===== src/rtl/regfile_pkg.sv =====
// Shared definitions for the multi-port register file: default sizes,
// controller state encoding and a packed-vector lane slicing macro.
package regfile_pkg;

  localparam int DEF_DATA_W = 32;
  localparam int DEF_ADDR_W = 5;

  typedef enum logic {
    ST_CLEAR = 1'b0,
    ST_READY = 1'b1
  } state_e;

endpackage

// Select lane idx of width w from a packed multi-port vector.
`ifndef RF_SLICE
`define RF_SLICE(vec, idx, w) vec[(idx)*(w) +: (w)]
`endif


===== src/rtl/regfile_clear_fsm.sv =====
// Post-reset clear engine: walks every entry once, writing zero, and
// holds busy high until the last entry has been cleared.
module regfile_clear_fsm
  import regfile_pkg::*;
#(
  parameter int ADDR_W = DEF_ADDR_W
) (
  input  logic              clk,
  input  logic              rst,
  output logic              busy,
  output logic              clr_we,
  output logic [ADDR_W-1:0] clr_addr
);

  localparam logic [ADDR_W-1:0] LAST_ADDR = '1;

  state_e            state_q, state_d;
  logic [ADDR_W-1:0] clr_ptr_q, clr_ptr_d;

  // Advance the clear pointer; leave CLEAR on the edge that clears the last
  // entry and hold the pointer there so it never starts a second pass.
  always_comb begin
    state_d   = state_q;
    clr_ptr_d = clr_ptr_q;
    if (state_q == ST_CLEAR) begin
      if (clr_ptr_q == LAST_ADDR) begin
        state_d = ST_READY;
      end else begin
        clr_ptr_d = clr_ptr_q + ADDR_W'(1);
      end
    end
  end

  // State register; reset (even mid-clear) restarts the sweep from entry 0.
  always_ff @(posedge clk) begin
    if (rst) begin
      state_q   <= ST_CLEAR;
      clr_ptr_q <= '0;
    end else begin
      state_q   <= state_d;
      clr_ptr_q <= clr_ptr_d;
    end
  end

  assign busy     = (state_q == ST_CLEAR);
  assign clr_we   = busy;
  assign clr_addr = clr_ptr_q;

endmodule


===== src/rtl/reg_file_mp.sv =====
// Parametrised multi-port register file with optional zero register,
// same-cycle write-to-read bypass and a sequential post-reset clear.
module reg_file_mp
  import regfile_pkg::*;
#(
  parameter int DATA_W   = DEF_DATA_W,
  parameter int ADDR_W   = DEF_ADDR_W,
  parameter int NUM_RD   = 2,
  parameter int NUM_WR   = 1,
  parameter int ZERO_REG = 1,
  parameter int BYPASS   = 1
) (
  input  logic                     clk,
  input  logic                     rst,
  output logic                     busy,
  input  logic [NUM_WR-1:0]        wr_en,
  input  logic [NUM_WR*ADDR_W-1:0] wr_addr,
  input  logic [NUM_WR*DATA_W-1:0] wr_data,
  input  logic [NUM_RD*ADDR_W-1:0] rd_addr,
  output logic [NUM_RD*DATA_W-1:0] rd_data
);

  localparam int DEPTH = 2 ** ADDR_W;

  logic [DATA_W-1:0] mem_q [DEPTH];
  logic [DATA_W-1:0] mem_d [DEPTH];
  logic              clr_we;
  logic [ADDR_W-1:0] clr_addr;

  regfile_clear_fsm #(
    .ADDR_W (ADDR_W)
  ) u_clear_fsm (
    .clk      (clk),
    .rst      (rst),
    .busy     (busy),
    .clr_we   (clr_we),
    .clr_addr (clr_addr)
  );

  // Next storage contents: the clear write takes the array exclusively;
  // otherwise user ports apply in index order so the highest port wins.
  always_comb begin
    mem_d = mem_q;
    if (clr_we) begin
      mem_d[clr_addr] = '0;
    end else begin
      for (int k = 0; k < NUM_WR; k++) begin
        if (wr_en[k] && !((ZERO_REG != 0) && (`RF_SLICE(wr_addr, k, ADDR_W) == '0))) begin
          mem_d[`RF_SLICE(wr_addr, k, ADDR_W)] = `RF_SLICE(wr_data, k, DATA_W);
        end
      end
    end
  end

  // Storage array; contents are defined only after the clear sweep.
  always_ff @(posedge clk) begin
    mem_q <= mem_d;
  end

  // Read lanes: stored value, then bypass from the highest matching write
  // port, then the zero register override, and all zeros while clearing.
  always_comb begin
    rd_data = '0;
    for (int j = 0; j < NUM_RD; j++) begin
      `RF_SLICE(rd_data, j, DATA_W) = mem_q[`RF_SLICE(rd_addr, j, ADDR_W)];
      if (BYPASS != 0) begin
        for (int k = 0; k < NUM_WR; k++) begin
          if (wr_en[k] && (`RF_SLICE(wr_addr, k, ADDR_W) == `RF_SLICE(rd_addr, j, ADDR_W))) begin
            `RF_SLICE(rd_data, j, DATA_W) = `RF_SLICE(wr_data, k, DATA_W);
          end
        end
      end
      if ((ZERO_REG != 0) && (`RF_SLICE(rd_addr, j, ADDR_W) == '0)) begin
        `RF_SLICE(rd_data, j, DATA_W) = '0;
      end
      if (busy) begin
        `RF_SLICE(rd_data, j, DATA_W) = '0;
      end
    end
  end

endmodule


===== config.mk =====
export PLATFORM = sky130hd
export DESIGN_NAME = reg_file_mp
export DESIGN_NICKNAME = d
export VERILOG_FILES = /design/src/rtl/regfile_pkg.sv /design/src/rtl/regfile_clear_fsm.sv /design/src/rtl/reg_file_mp.sv
export SDC_FILE = /design/constraint.sdc
export NUM_CORES = 2
export LEC_CHECK = 0
export ABC_CLOCK_PERIOD_IN_PS = 4500
export CAP_MARGIN = 15
export CORE_AREA = 2 2 381 383
export CTS_CLUSTER_SIZE = 14
export DETAILED_ROUTE_END_ITERATION = 10
export DIE_AREA = 0 0 383 385
export HOLD_SLACK_MARGIN = 0.15
export SETUP_SLACK_MARGIN = 0.05
export SYNTH_ARGS = -nofsm -noshare
export SYNTH_HDL_FRONTEND = slang
export SYNTH_SLANG_ARGS = --single-unit

===== constraint.sdc =====
create_clock -name clk -period 4.5 [get_ports clk]
set_input_delay 0.9 -clock clk [delete_from_list [all_inputs] [get_ports clk]]
set_output_delay 0.9 -clock clk [all_outputs]
set_load 0.02 [all_outputs]

==> results_dict.tcl <==
set metrics [dict create \
    dr.first_iter.drc_count 8298 \
    slew_headroom 0.144 \
    area_growth_pct 15.8 \
    overflow 0 \
    ys_ff_latch 1030 \
    grt_pass1_wl_um 358000 \
    final_antenna_net_count 0 \
    rsz0062_at_grt "no" \
    grt_max_degree 61 \
    dieWidth_um 383 \
    slowest_stage "o221ai_1" \
    end_kind "primary output" \
    ioPinCount 115 \
    core-area_mm2 0.143 \
    tightest_slew_ps 1280 \
    die_area_mm2 0.147 \
    numCtsBuffers 115 \
    finClkSkew_ps 30.4 \
    cp-start-kind "input pin" \
    final-seq-area_mm2 0.0309 \
    fin_crit_sh 0.992 \
    num_vias 48400 \
    power.density_mw_per_mm2 393 \
    routed_wl_um 257000 \
    avgSynthCellArea_um2 13.5 \
    dp_hpwl_um 162000 \
    max_stage_delay_ps 740 \
    maxSlewViolCount 0 \
    outcome "completed" \
    hold_path.class "reg -> reg" \
    fin_nets 4567 \
    antenna_found_initial 14 \
    dpl.cell_count 6294 \
    cts.sinks 1030 \
    crit_arrival_ps 3560 \
    drive_above_1_share 0.239 \
    synth_edf_count 1024 \
    clk_pin_slew_worst_paths_ps 60 \
    cts_tree "yes" \
    synthCells 4437 \
    htree_levels 3 \
    grt_pass1_vias 45200 \
    worstPathCellList "buf_8, buf_16, and2_1, buf_12, buf_4, a22oi_1, nand2_1, o221ai_1, o221a_1, buf_4" \
    dr.pass1.iters 6 \
    timing.final.crit_period_ps 4460 \
    crit_start "rd_addr[1]" \
    ys_top_cells_by_area "edfxtp_1, a22o_1, mux4_2" \
    layout_commonest_cell "edfxtp_1" \
    rows 139 \
    min_from "u_clear_fsm.clr_addr[1]" \
    instances_no_fill 6507 \
    post_drt_wl_per_cell_um 39.5 \
    p_leak_nw 27.0 \
    critPathKind "in -> out" \
    critPathMaxFanout 26 \
    final_cell_mix "edfxtp_1, a22o_1, mux2i_1" \
    synth_warnings 0 \
    synth_cell_types 53 \
    async_flop_share 0 \
    drc 0 \
    synth_area_mm2 0.0598 \
    initial_core_util 0.418 \
    fill_cells 12400 \
    gp_congestion 0.990 \
    port_buffers 114 \
    cts_buffer_depth 3 \
    cts_root_buf "clkbuf_16" \
    yosys_most_used_dff "edfxtp_1" \
    seq_area_frac_synth 0.516 \
    crit_buf_inv 5 \
    fp.dieH_um 385 \
    yosysTopAreaCell "edfxtp_1" \
    multi_input_area_mm2 0.0276 \
    maxCapViolCount 0 \
    syn-num-nets 4492 \
    finalHoldWorstSlack_ps 553 \
    synth_top_area_frac 0.514 \
    crit_family "compound AO/OA/AOI/OAI gates" \
    grt_usage 0.339 \
    ir_drop_mv 0.313 \
    clock_latency_ps 780 \
    finalHoldViolCount 0 \
    vias_per_cell 7.44 \
    setup_viol 0 \
    reg2reg_from "u_clear_fsm.state_q" \
    crit_path_frequent_cell "buf_4" \
    max_freq_mhz 224 \
    worstPathRequired_ps 3600 \
]
==> cells by family after synthesis <==
| logic type | synth area share |
|---|---|
| AO/OA/AOI/OAI | 0.205 |
| XOR/XNOR | 0.00190 |
| adder cells (fa/ha/maj) | 0.00105 |
| buffers and inverters | 0.0428 |
| flip-flops | 0.516 |
| multiplexers | 0.197 |
| AND/OR/NAND/NOR | 0.0354 |
==> state kept, by name (all words and copies together) (netlist names) <==
name / cells
u_clear_fsm.state_q: 1
mem_q: 1024
u_clear_fsm.clr_addr: 5
==> metrics by stage <==
step | cell area [um^2] | utilization | worst slack (ps) | TNS (ps) | total power, W
final | 69200 | 0.484 | 37.9 | 0 | 0.0272
after global routing | 69200 | 0.484 | 64.2 | 0 | 0.0279
after CTS | 69000 | 0.482 | 23.1 | 0 | 0.0270
after detailed placement | 65300 | 0.457 | -397 | -2180 | 0.0179
after global placement | 65300 | 0.456 | -443 | -2900 | 0.0178
after floorplan | 59800 | - | -353 | -203830 | 0.0161
==> layer usage <==
metal,GRT usage,vias to the layer above,routed length [um]
met5,0.0224,-,656
met4,0.145,20,13700
met3,0.133,753,41600
met2,0.483,4396,107000
met1,0.455,24600,93900
li1,-,18600,-
==> cell type report <==
type	count	share of cell area
clock buffers	141	0.0436
multi-input cells	2846	0.398
flip-flops and latches	1030	0.446
diodes	7	0.000253
repair buffers	513	0.0703
clock inverters	61	0.00703
inverters	6	0.000325
well taps	1903	0.0344
==> cell usage after synthesis, types with 5 or more instances <==
| cell | instances |
|---|---|
| a211o_1 | 12 |
| a21oi_1 | 52 |
| a22o_1 | 890 |
| a22oi_1 | 62 |
| a31oi_1 | 71 |
| a41oi_1 | 27 |
| and2_1 | 52 |
| and3_1 | 35 |
| buf_1 | 33 |
| buf_2 | 70 |
| buf_4 | 39 |
| buf_6 | 28 |
| clkbuf_1 | 384 |
| dfxtp_1 | 6 |
| edfxtp_1 | 1024 |
| ha_1 | 5 |
| inv_1 | 5 |
| mux2_2 | 47 |
| mux2i_1 | 405 |
| mux4_2 | 320 |
| nand2_1 | 248 |
| nand2b_1 | 10 |
| nand3_1 | 20 |
| nor2_1 | 41 |
| nor2b_1 | 27 |
| o21ai_0 | 286 |
| o221ai_1 | 84 |
| o22ai_1 | 79 |
| o31ai_1 | 24 |
| xor2_1 | 10 |
==> power by group <==
group          switching [W]  internal [W]
Sequential           0.00108        0.0122
Combinational        0.00222       0.00247
Clock                0.00421       0.00501
Total                0.00752        0.0197
==> timing repair <==
action,in CTS,in global routing
setup endpoints to repair,22,32
buffers inserted,0,1
hold endpoints to repair,0,0
cloned,2,1
gates resized for setup,26,33
hold buffers,0,0
pin swaps,0,1
==> worst min-delay path, delay by kind of cell, from the launching register on <==
| kind | cells | cell delay (ps) |
|---|---|---|
| compound gates | 2 | 160 |
| flops | 1 | 350 |
==> worst paths after layout <==
path | endpoint | slack, ps | depth (start not counted)
setup / recovery | rd_data[6] | 40 | 10
hold / removal | u_clear_fsm.clr_addr[1] | 550 | 2
setup reg to reg | mem_q[445] | 1310 | 5
hold reg to reg | u_clear_fsm.clr_addr[1] | 550 | 2
(Power assumes the default switching activity.)
